### src/rtl/mux_out_fifo.sv
// Clocked receive stage for the 1-bit CSP mux channel: four-phase req/ack in, DEPTH-entry FIFO, valid/ready out.
// Optional build macro MUX_FIFO_COUNT_EN adds fill_count and overflow_seen observation ports.
module mux_out_fifo #(
    parameter int WIDTH       = 1,
    parameter int DEPTH       = 4,
    parameter int SYNC_STAGES = 2
) (
    input  logic                     clk,
    input  logic                     reset,
    input  logic                     in_req,
    input  logic [WIDTH-1:0]         in_data,
    output logic                     in_ack,
    output logic                     out_valid,
    output logic [WIDTH-1:0]         out_data,
    input  logic                     out_ready
`ifdef MUX_FIFO_COUNT_EN
    ,
    output logic [$clog2(DEPTH):0]   fill_count,
    output logic                     overflow_seen
`endif
);

    localparam int AW = $clog2(DEPTH);
    localparam int CW = AW + 1;

    typedef enum logic {IDLE = 1'b0, ACKD = 1'b1} state_t;

    state_t               state;
    logic [SYNC_STAGES-1:0] req_p;
    logic                 req_s;
    logic [WIDTH-1:0]     mem [DEPTH];
    logic [AW-1:0]        wptr;
    logic [AW-1:0]        rptr;
    logic [CW-1:0]        count;
    logic                 full;
    logic                 push;
    logic                 pop;

    // in_req crosses into clk here; in_data is bundled and only sampled once req_s is high
    always_ff @(posedge clk or negedge reset) begin
        if (!reset) begin
            req_p <= '0;
        end else begin
            req_p <= {req_p[SYNC_STAGES-2:0], in_req};
        end
    end

    assign req_s = req_p[SYNC_STAGES-1];
    assign full  = (count == CW'(DEPTH));
    // push decides on the registered count, so a pop on a full FIFO cannot be bypassed the same edge
    assign push  = (state == IDLE) && req_s && !full;
    assign pop   = (count != '0) && out_ready;

    always_ff @(posedge clk or negedge reset) begin
        if (!reset) begin
            state  <= IDLE;
            in_ack <= 1'b0;
            wptr   <= '0;
        end else begin
            case (state)
                IDLE: begin
                    if (push) begin
                        wptr   <= wptr + AW'(1);
                        in_ack <= 1'b1;
                        state  <= ACKD;
                    end
                end
                ACKD: begin
                    if (!req_s) begin
                        in_ack <= 1'b0;
                        state  <= IDLE;
                    end
                end
                default: begin
                    in_ack <= 1'b0;
                    state  <= IDLE;
                end
            endcase
        end
    end

    // storage carries data only, so it is left out of reset
    always_ff @(posedge clk) begin
        if (push) begin
            mem[wptr] <= in_data;
        end
    end

    always_ff @(posedge clk or negedge reset) begin
        if (!reset) begin
            rptr  <= '0;
            count <= '0;
        end else begin
            if (pop) begin
                rptr <= rptr + AW'(1);
            end
            case ({push, pop})
                2'b10:   count <= count + CW'(1);
                2'b01:   count <= count - CW'(1);
                default: count <= count;
            endcase
        end
    end

    assign out_valid = (count != '0);
    assign out_data  = out_valid ? mem[rptr] : '0;

`ifdef MUX_FIFO_COUNT_EN
    assign fill_count = count;

    always_ff @(posedge clk or negedge reset) begin
        if (!reset) begin
            overflow_seen <= 1'b0;
        end else if ((state == IDLE) && req_s && full) begin
            overflow_seen <= 1'b1;
        end
    end
`endif

endmodule

### config.mk
export PLATFORM = sky130hd
export DESIGN_NAME = mux_out_fifo
export DESIGN_NICKNAME = d
export VERILOG_FILES = /design/src/rtl/mux_out_fifo.sv
export SDC_FILE = /design/constraint.sdc
export NUM_CORES = 1
export LEC_CHECK = 0
export CAP_MARGIN = 25
export CORE_MARGIN = 3
export CORE_UTILIZATION = 52
export DETAILED_ROUTE_END_ITERATION = 8
export DONT_BUFFER_PORTS = 1
export HOLD_SLACK_MARGIN = 0.06
export PLACE_DENSITY = 0.7
export SETUP_SLACK_MARGIN = 0.05
export SYNTH_ARGS = -nofsm -noshare
export SYNTH_HDL_FRONTEND = slang
export SYNTH_SLANG_ARGS = --single-unit
### constraint.sdc
create_clock -name clk -period 1.92 [get_ports clk]
set_input_delay 0.576 -clock clk [delete_from_list [all_inputs] [get_ports clk]]
set_output_delay 0.576 -clock clk [all_outputs]
set_load 0.01 [all_outputs]
==> results of run 1 <==
## placed cells by master, fill, tap and decap left out
cell type and instances:
mux2i_1 1, nor3b_4 1, dlygate4sd3_1 1, xor2_1 3, inv_2 1, mux4_2 1, inv_1 6, and2_4 1
o31a_2 1, ha_1 4, edfxtp_1 4, nor2_1 3, clkbuf_4 3, fa_2 1, ha_2 1, clkbuf_1 1
a2bb2oi_1 1, mux2_4 1, nand2_1 1, or3b_4 1, and2_2 4, buf_4 7, or3_4 1, dfrtp_1 11
xnor2_1 3
## metrics by stage
stage          cells  area (um2)  hold WS (ns)  setup TNS, ns
3_3_place_gp      70         769         0.281        -0.0425
6_report          77         830         0.321         -0.148
4_1_cts           76         820         0.314         -0.215
5_1_grt           77         830         0.301         -0.364
2_1_floorplan     51         714         0.280        -0.0840
3_5_place_dp      70         769         0.281         -0.132
## area by class of cell
cell class	count	area share, %
sequential	15	47.7
multi-input combinational	29	36.3
timing repair buffer	8	7.54
clock buffer	4	3.17
inverter	7	3.17
tap	14	2.11
## routing by layer
| layer | routed length, um | vias to the layer above |
|---|---|---|
| met1 | 452 | 188 |
| met4 | 8 | 0 |
| met3 | 62 | 2 |
| met2 | 584 | 10 |
| met5 | 0 | - |
| li1 | - | 188 |
## cells by family (layout without fill, tap and decap cells)
kind of cell,after synthesis,count (layout),share of synthesized area (%)
and+or+nand+nor,12,12,12.2
adders and majority gates,6,6,11.6
muxes,3,3,6.70
xor gates and xnor gates,6,6,7.41
buffers and inverters,7,19,3.70
AOI/OAI and AO/OA,2,2,2.65
DFF,15,15,55.7
## critical path: stages (launching register included)
cell and delay (ns):
dfrtp_1 0.39, or3b_4 0.40, nor3b_4 0.16, inv_1 0.06
ha_2 0.17, inv_2 0.04, fa_2 0.33, xor2_1 0.15
nor2_1 0.11, xor2_1 0.16
## sequential cells by signal, summed over array words and instances, names as in the netlist
register / flops
mem: 4
state: 1
rptr: 2
wptr: 2
count: 3
in_ack: 1
req_p: 2
## cells in the mapped netlist, drive strengths merged
cell,n,area (um2)
ha,5,62.6
mux4,1,22.5
edfxtp,4,120
mux2,1,15.0
mux2i,1,10.0
a2bb2oi,1,8.76
xnor2,3,26.3
xor2,3,26.3
inv,7,26.3
o31a,1,10.0
dfrtp,11,275
fa,1,20.0
and2,5,36.3
or3,1,7.51
nor3b,1,18.8
nor2,3,11.3
or3b,1,8.76
nand2,1,3.75
## report_power, final
part	internal (W)	switching, W	total, W
Combinational	0.000322	0.000245	0.000567
Clock	0.0000806	0.0000955	0.000176
Sequential	0.000434	0.0000810	0.000515
## how the worst min path moves through the flow
stage	to	slack (ns)	start
global route	req_p[0]	0.30	in_req
global placement	rptr[1]	0.28	reset
floorplan	count[0]	0.28	reset
CTS	req_p[0]	0.31	in_req
finish	req_p[0]	0.32	in_req
detailed placement	rptr[0]	0.28	reset
## repair_timing
action                                  CTS  global route
hold buffers                              1             0
setup buffers                             1             1
endpoints found under the setup margin    4             3
endpoints found under the hold margin    11             0
gates resized for setup                   3             1
pin swaps                                 5             3
==> metrics.md, run 1 <==
| Metric | Value |
|---|---|
| Fill count | 88 |
| Share of cells above drive strength 1 | 38.1% |
| Hold Vio Cnt, Final | 0 |
| Final Power | 0.00126 W |
| Seq/Total Area, Yosys | 55.7% |
| ANT cells | 0 |
| Die Span Y | 42.9 um |
| Die area | 1840 um2 |
| Pre-Repair DR Iteration Count | 4 |
| Clock slew at reported path FFs | 0.09 ns |
| Grt met1 use | 15.3% |
| WP data required | 2.12 ns |
| DP Wirelength | 865 um |
| RSZ-0062 raised after global routing | yes |
| Final GP Congestion | 0.605 |
| Root buf cell | clkbuf_4 |
| Vias in the first global route | 464 |
| Register-to-register setup slack | -0.11 ns |
| Port buffer count | 0 |
| Clk buf depth | 2 |
| First-pass GRT wire length | 1950 um |
| Initial DRC count | 2 |
| # DRC | 0 |
| Die Wd | 42.9 um |
| Via/cell ratio | 5.04 |
| Antenna violation net count after detailed routing | 0 |
| Failing checks | negative setup slack |
| Area delta synth->final | 16.9% |
| Crit. Startpoint | count[0] |
| WL final | 1110 um |
| #FFs+latches synth | 15 |
| Post-synthesis net count | 62 |
| Crit Path Max Fanout | 2 |
| Fin util | 69.9% |
| Slew Limit Fails | 0 |
| CTS Sinks | 15 |
| Hold Crit Class | input pin to flip-flop |
| Leakage | 0.379 nW |
| Post-Syn Area | 709 um2 |
| Power per cell area | 1520 nW/um2 |
| Outcome | finished, violations left |
| FP Rows | 12 |
| Post-synthesis cell count | 51 |
| Per-cell routed wire length | 14.4 um |
| Endpoint class of the critical path | flip-flop |
| Nets | 75 |
| Core area | 1190 um2 |
| R2r startpoint | count[0] |
| Post-Syn Area per Cell | 13.9 um2 |
| Final setup viols | 2 |
| VDD IR-drop max | 0.960 mV |
| Max-cap viol count | 0 |
| Met2 usage | 25.4% |
| Startpoint Class | flip-flop |
| Tmin final | 2.03 ns |
| Multi-input combinational cell area | 302 um2 |
| H-tree depth | 1 |
| Layer carrying the most global-route usage | met2 |
| Initial core utilization | 59.8% |
| Grt met3 use | 5.51% |
| Worst setup margin | -0.109 ns |
| Largest net degree at the start of global routing | 12 |
| Gr ovfl total | 0 |
| Critical Path Sink | count[2] |
| Initial antenna violation count | 0 |
| Worst-Skew Late Latency | 0.28 ns |
| Register area | 395 um2 |
| Hold path cells | 0 |
| RR Endpoint | count[2] |
| Post-synth cell types | 19 |
| Worst Tran Pin Value | 0.497 ns |
| CP Class | flip-flop to flip-flop |
| Dpl ws | -0.132 ns |
| Setup Skew | 0.00258 ns |
| Final Cycle Share | 106% |
| TritonCTS Buffers | 3 |
| Worst slew margin | 66.8% |
| Number of cells on the worst reg-to-reg path | 9 |
| IO Count | 8 |
| CTS tree | built |
| Synthesis Warnings | 0 |
| Routed via count | 388 |
| Global-route usage over all layers | 14.7% |
| Worst Path Arrival | 2.23 ns |
| Fmax | 0.493 GHz |
No activity file was read; power rests on OpenSTA's default activity.
==> run 2: changes to the inputs <==
--- a/config.mk
+++ b/config.mk
@@ -13,6 +13,7 @@
 export HOLD_SLACK_MARGIN = 0.06
 export PLACE_DENSITY = 0.7
 export SETUP_SLACK_MARGIN = 0.05
+export SKIP_LAST_GASP = 1
 export SYNTH_ARGS = -nofsm -noshare
 export SYNTH_HDL_FRONTEND = slang
 export SYNTH_SLANG_ARGS = --single-unit
==> metrics.md, run 2 (synthesis gave the netlist of run 1 again) <==
| Metric | Value |
|---|---|
| Initial DRC count | 2 |
| VDD IR-drop max | 0.960 mV |
| Worst-Skew Late Latency | 0.28 ns |
| Inst Count DP | 70 |
| Gr ovfl total | 0 |
| Vias in the first global route | 461 |
| H-tree depth | 1 |
| Die Wd | 42.9 um |
| Max-cap viol count | 0 |
| Hold Vio Cnt, Final | 0 |
| # DRC | 0 |
| Via/cell ratio | 5.04 |
| Tmin final | 2.03 ns |
| Setup TNS | -0.134 ns |
| Port buffer count | 0 |
| WL final | 1110 um |
| CTS tree | built |
| RR Endpoint | count[2] |
| RSZ-0062 raised after global routing | yes |
| Final setup viols | 2 |
| Clk buf depth | 2 |
| Antenna violation net count after detailed routing | 0 |
| Endpoint class of the critical path | flip-flop |
| Slew Limit Fails | 0 |
| Worst Tran Pin Value | 0.497 ns |
| ANT cells | 0 |
| Final GP Congestion | 0.605 |
| Crit Path Max Fanout | 2 |
| Nets | 75 |
| CP Class | flip-flop to flip-flop |
| Most flops, register | mem |
| Setup Skew | 0.00258 ns |
| Startpoint Class | flip-flop |
| Grt met1 use | 15.5% |
| Initial core utilization | 59.8% |
| WHS | 0.321 ns |
| Final Cycle Share | 106% |
| Pre-Repair DR Iteration Count | 4 |
| Die area | 1840 um2 |
| Max reg flops | 4 |
| Worst slew margin | 66.8% |
| DP Wirelength | 865 um |
| Commonest non-fill, non-tap cell in the layout | dfrtp_1 |
| Final Non-Filler Cells | 77 |
| Register-to-register setup slack | -0.11 ns |
| Per-cell routed wire length | 14.4 um |
| Grt met3 use | 5.51% |
| Root buf cell | clkbuf_4 |
| Clock slew at reported path FFs | 0.09 ns |
| Hold path cells | 0 |
| Failing checks | negative setup slack |
| Met2 usage | 25.4% |
| Initial antenna violation count | 0 |
| Min-delay src | in_req |
| IO Count | 8 |
| CTS Sinks | 15 |
| Largest net degree at the start of global routing | 12 |
| Area delta synth->final | 16.9% |
| Worst setup margin | -0.109 ns |
| WP data required | 2.12 ns |
| Largest regs | mem: 4 flops, count: 3 flops |
| Fill count | 88 |
| Hold Crit Class | input pin to flip-flop |
| Die Span Y | 42.9 um |
| Worst Path Arrival | 2.23 ns |
| Leakage | 0.379 nW |
| Global-route usage over all layers | 14.7% |
| Core area | 1190 um2 |
| Outcome | finished, violations left |
| Final Power | 0.00126 W |
| Fmax | 0.493 GHz |
| First-pass GRT wire length | 1970 um |
| FP Rows | 12 |
| Routed via count | 388 |
| Hold path endpoint | req_p[0] |
| R2r startpoint | count[0] |
| Commonest cells after routing, fill and taps aside | dfrtp_1, buf_4, inv_1 |
| Number of cells on the worst reg-to-reg path | 9 |
| Layer carrying the most global-route usage | met2 |
| TritonCTS Buffers | 3 |
| Power per cell area | 1520 nW/um2 |
| Share of cells above drive strength 1 | 38.1% |
-- run 2: layout make-up --
class | count | area (um2) | area share, %
Tap cell | 14 | 17.5 | 2.11
Inverter | 7 | 26.3 | 3.17
Clock buffer | 4 | 26.3 | 3.17
Multi-Input combinational cell | 29 | 302 | 36.3
Sequential cell | 15 | 395 | 47.7
Timing Repair Buffer | 8 | 62.6 | 7.54
-- run 2: worst max path at each step --
stage               slack [ns]     start  endpoint  depth (start not counted)
floorplan                -0.08  count[0]  count[2]                          9
global placement         -0.04  count[1]  count[2]                          9
detailed placement       -0.13  count[1]  count[2]                          9
CTS                      -0.15  count[0]  count[2]                          9
global route             -0.21  count[0]  count[2]                          9
finish                   -0.11  count[0]  count[2]                          9
-- run 2: critical path: stages (launching register included) --
cell	delay [ns]
dfrtp_1	0.39
or3b_4	0.40
nor3b_4	0.16
inv_1	0.06
ha_2	0.17
inv_2	0.04
fa_2	0.33
xor2_1	0.15
nor2_1	0.11
xor2_1	0.16
-- run 2: where the power goes --
part | switching (W) | internal (W)
clock network | 0.0000955 | 0.0000806
registers | 0.0000810 | 0.000434
logic | 0.000245 | 0.000322
total | 0.000422 | 0.000837
-- run 2: through the flow --
step	utilization, %	area [um2]	worst slack [ns]
6_report	69.9	830	-0.109
5_1_grt	69.9	830	-0.210
4_1_cts	69.1	820	-0.151
2_1_floorplan	-	714	-0.0840
3_5_place_dp	64.9	769	-0.132
3_3_place_gp	64.9	769	-0.0425
-- run 2: per-layer routing --
metal	up-vias	part of all wire, %
met4	0	0.72
met3	2	5.6
met2	10	53
met5	-	0
li1	188	-
met1	188	41
-- run 2: repair_timing --
item | CTS | global route
resized for setup | 3 | 1
pin swaps | 3 | 2
hold buffers | 1 | 0
setup endpoints to repair | 4 | 3
hold endpoints to repair | 11 | 0
buffers inserted | 1 | 1
cloned | 0 | 0
==> run 3: changes to the inputs <==
--- a/config.mk
+++ b/config.mk
@@ -5,13 +5,14 @@
 export SDC_FILE = /design/constraint.sdc
 export NUM_CORES = 1
 export LEC_CHECK = 0
+export ABC_AREA = 1
 export CAP_MARGIN = 25
 export CORE_MARGIN = 3
-export CORE_UTILIZATION = 52
+export CORE_UTILIZATION = 53
 export DETAILED_ROUTE_END_ITERATION = 8
 export DONT_BUFFER_PORTS = 1
 export HOLD_SLACK_MARGIN = 0.06
-export PLACE_DENSITY = 0.7
+export PLACE_DENSITY = 0.72
 export SETUP_SLACK_MARGIN = 0.05
 export SKIP_LAST_GASP = 1
 export SYNTH_ARGS = -nofsm -noshare
==> metrics.md, run 3 <==
| Metric | Value |
|---|---|
| Internal power | 0.000786 W |
| Share of cells above drive strength 1 | 18.3% |
| Final setup viols | 0 |
| Root buf cell | clkbuf_4 |
| RSZ-0062 raised after global routing | no |
| H-tree depth | 1 |
| VDD IR-drop max | 0.781 mV |
| Worst-Skew Late Latency | 0.28 ns |
| Max-cap viol count | 0 |
| Sw Ratio | 41.3% |
| Gr ovfl total | 0 |
| Most flops, register | mem |
| Largest cells by area after synthesis | dfrtp_1, edfxtp_1, inv_1 |
| Via/cell ratio | 4.75 |
| FP Rows | 13 |
| Per-cell routed wire length | 9.77 um |
| CTS tree | built |
| Dpl ws | 0.166 ns |
| Initial antenna violation count | 0 |
| Worst Tran Pin Value | 0.480 ns |
| Fin util | 65.8% |
| Antenna violation net count after detailed routing | 0 |
| Initial core utilization | 58.1% |
| Global-route usage over all layers | 13.4% |
| Port buffer count | 0 |
| Top FF cell, synth | dfrtp_1 |
| Hold path cells | 0 |
| Worst setup margin | 0.186 ns |
| Hold Crit Class | input pin to flip-flop |
| Setup TNS | 0 ns |
| Post-synth EDFFs | 4 |
| Setup Skew | 0.00540 ns |
| Pre-Repair DR Iteration Count | 4 |
| CTS Sinks | 15 |
| Initial DRC count | 5 |
| Endpoint class of the critical path | flip-flop |
| Clk network pwr share | 13.0% |
| Max reg flops | 4 |
| Power per cell area | 1530 nW/um2 |
| Clk buf depth | 2 |
| Vias in the first global route | 497 |
| Post-Syn Area | 774 um2 |
| Switch Pwr | 0.000554 W |
| Synthesis Warnings | 0 |
| Worst slew margin | 67.9% |
| Nets | 105 |
| Leakage | 0.451 nW |
| Hold Vio Cnt, Final | 0 |
| Largest regs | mem: 4 flops, count: 3 flops |
| Commonest cells after routing, fill and taps aside | inv_1, nand2_1, dfrtp_1 |
| Tmin final | 1.73 ns |
| Combinational fraction of design power | 46.7% |
| Post-synthesis net count | 95 |
| Sequential share of power | 40.2% |
| Die area | 1960 um2 |
| TritonCTS Buffers | 3 |
| Asr flop ratio synth | 73.3% |
| # DRC | 0 |
| DP Wirelength | 813 um |
| First-pass GRT wire length | 1910 um |
| Post-synth cell types | 19 |
| Die Wd | 44.2 um |
| Fmax | 0.577 GHz |
| WP data required | 2.13 ns |
| Clock slew at reported path FFs | 0.08 ns |
| Seq/Total Area, Yosys | 51.1% |
| WL final | 1060 um |
| Commonest non-fill, non-tap cell in the layout | inv_1 |
| Area delta synth->final | 13.2% |
| Slew Limit Fails | 0 |
| Area leader, netlist | dfrtp_1 |
| Startpoint Class | flip-flop |
| Most frequent cell after synthesis | inv_1 |
| CP Class | flip-flop to flip-flop |
| Largest net degree at the start of global routing | 12 |
| Worst Path Arrival | 1.94 ns |
| Routed via count | 513 |
| Final Cycle Share | 90.3% |
| Post-synthesis cell count | 84 |
| Core area | 1330 um2 |
| Outcome | completed |
| #FFs+latches synth | 15 |
| IO Count | 8 |
| Die Span Y | 44.2 um |
| Final GP Congestion | 0.774 |
| Commonest cells in the netlist | inv_1, nand2_1, dfrtp_1 |
| ANT cells | 0 |
| Fraction of post-synthesis cell area in the top cell type by area | 35.5% |
| Post-Syn Area per Cell | 9.22 um2 |
| Number of cells on the worst reg-to-reg path | 8 |
| Fill count | 97 |
| Crit Path Max Fanout | 4 |
-- run 3: cell count changes in the layout (fill, tap and decap cells not counted), moves of 2 or more --
| cell | delta |
|---|---|
| nor2_1 | +2 |
| o21ai_0 | +2 |
| nand3_1 | +6 |
| nand3_4 | +2 |
| inv_2 | +2 |
| nand2_1 | +15 |
| and2_2 | -4 |
| inv_1 | +14 |
| buf_4 | -3 |
| xor2_1 | -3 |
-- run 3: cells by family after synthesis --
family | synth area share [%]
and+or+nand+nor | 21.2
buffers and inverters | 11.1
DFF | 51.1
adders and majority gates | 10.7
AOI/OAI and AO/OA | 3.71
xor gates and xnor gates | 2.26
-- run 3: per-layer routing --
layer	track usage, %	vias to the layer above	part of all wire [%]
met2	19.8	8	47
met3	2.44	2	4.1
li1	-	268	-
met5	0	-	0
met4	9.04	0	1.9
met1	17.9	235	47
-- run 3: final timing paths --
kind | start | slack [ns] | to
setup / recovery | count[2] | 0.19 | count[1]
hold / removal | in_req | 0.32 | req_p[0]
setup reg to reg | count[2] | 0.19 | count[1]
hold reg to reg | req_p[0] | 0.36 | req_p[1]
max in group asynchronous | reset | 0.91 | wptr[1]
min in group asynchronous | reset | 0.68 | count[2]
-- run 3: what timing repair did --
item	CTS	global route
setup endpoints to repair	0	2
resized for setup	0	3
hold endpoints to repair	11	0
hold buffers	1	0
setup buffers	0	4
-- run 3: cell type report --
type	count	area (um2)	share of cell area (%)
timing repair buffer	5	40.0	4.56
tap	15	18.8	2.14
sequential	15	395	45.1
inverter	23	86.3	9.84
clock buffer	4	26.3	3.00
multi-input combinational	46	310	35.4
-- run 3: critical path, stage by stage (launching register included) --
cell and delay, ns:
dfrtp_1 0.40, inv_1 0.12, nand3_4 0.12, nand2_2 0.11
inv_1 0.05, ha_1 0.20, inv_1 0.09, fa_2 0.43
o21ai_0 0.15
-- run 3: stage by stage --
stage | hold slack (ns) | power, W | cell area (um2) | std cells
2_1_floorplan | 0.280 | 0.000972 | 774 | 84
3_3_place_gp | 0.281 | 0.00105 | 793 | 99
3_5_place_dp | 0.281 | 0.00108 | 793 | 99
4_1_cts | 0.313 | 0.00126 | 830 | 104
5_1_grt | 0.300 | 0.00147 | 877 | 108
6_report | 0.316 | 0.00134 | 877 | 108
-- run 3: power groups by stage --
stage	Sequential [W]	Clock (W)	Combinational [W]
after floorplan	0.000531	0	0.000441
after global placement	0.000548	0	0.000507
after detailed placement	0.000551	0	0.000524
after CTS	0.000543	0.000180	0.000536
after global routing	0.000559	0.000195	0.000719
final	0.000539	0.000175	0.000626
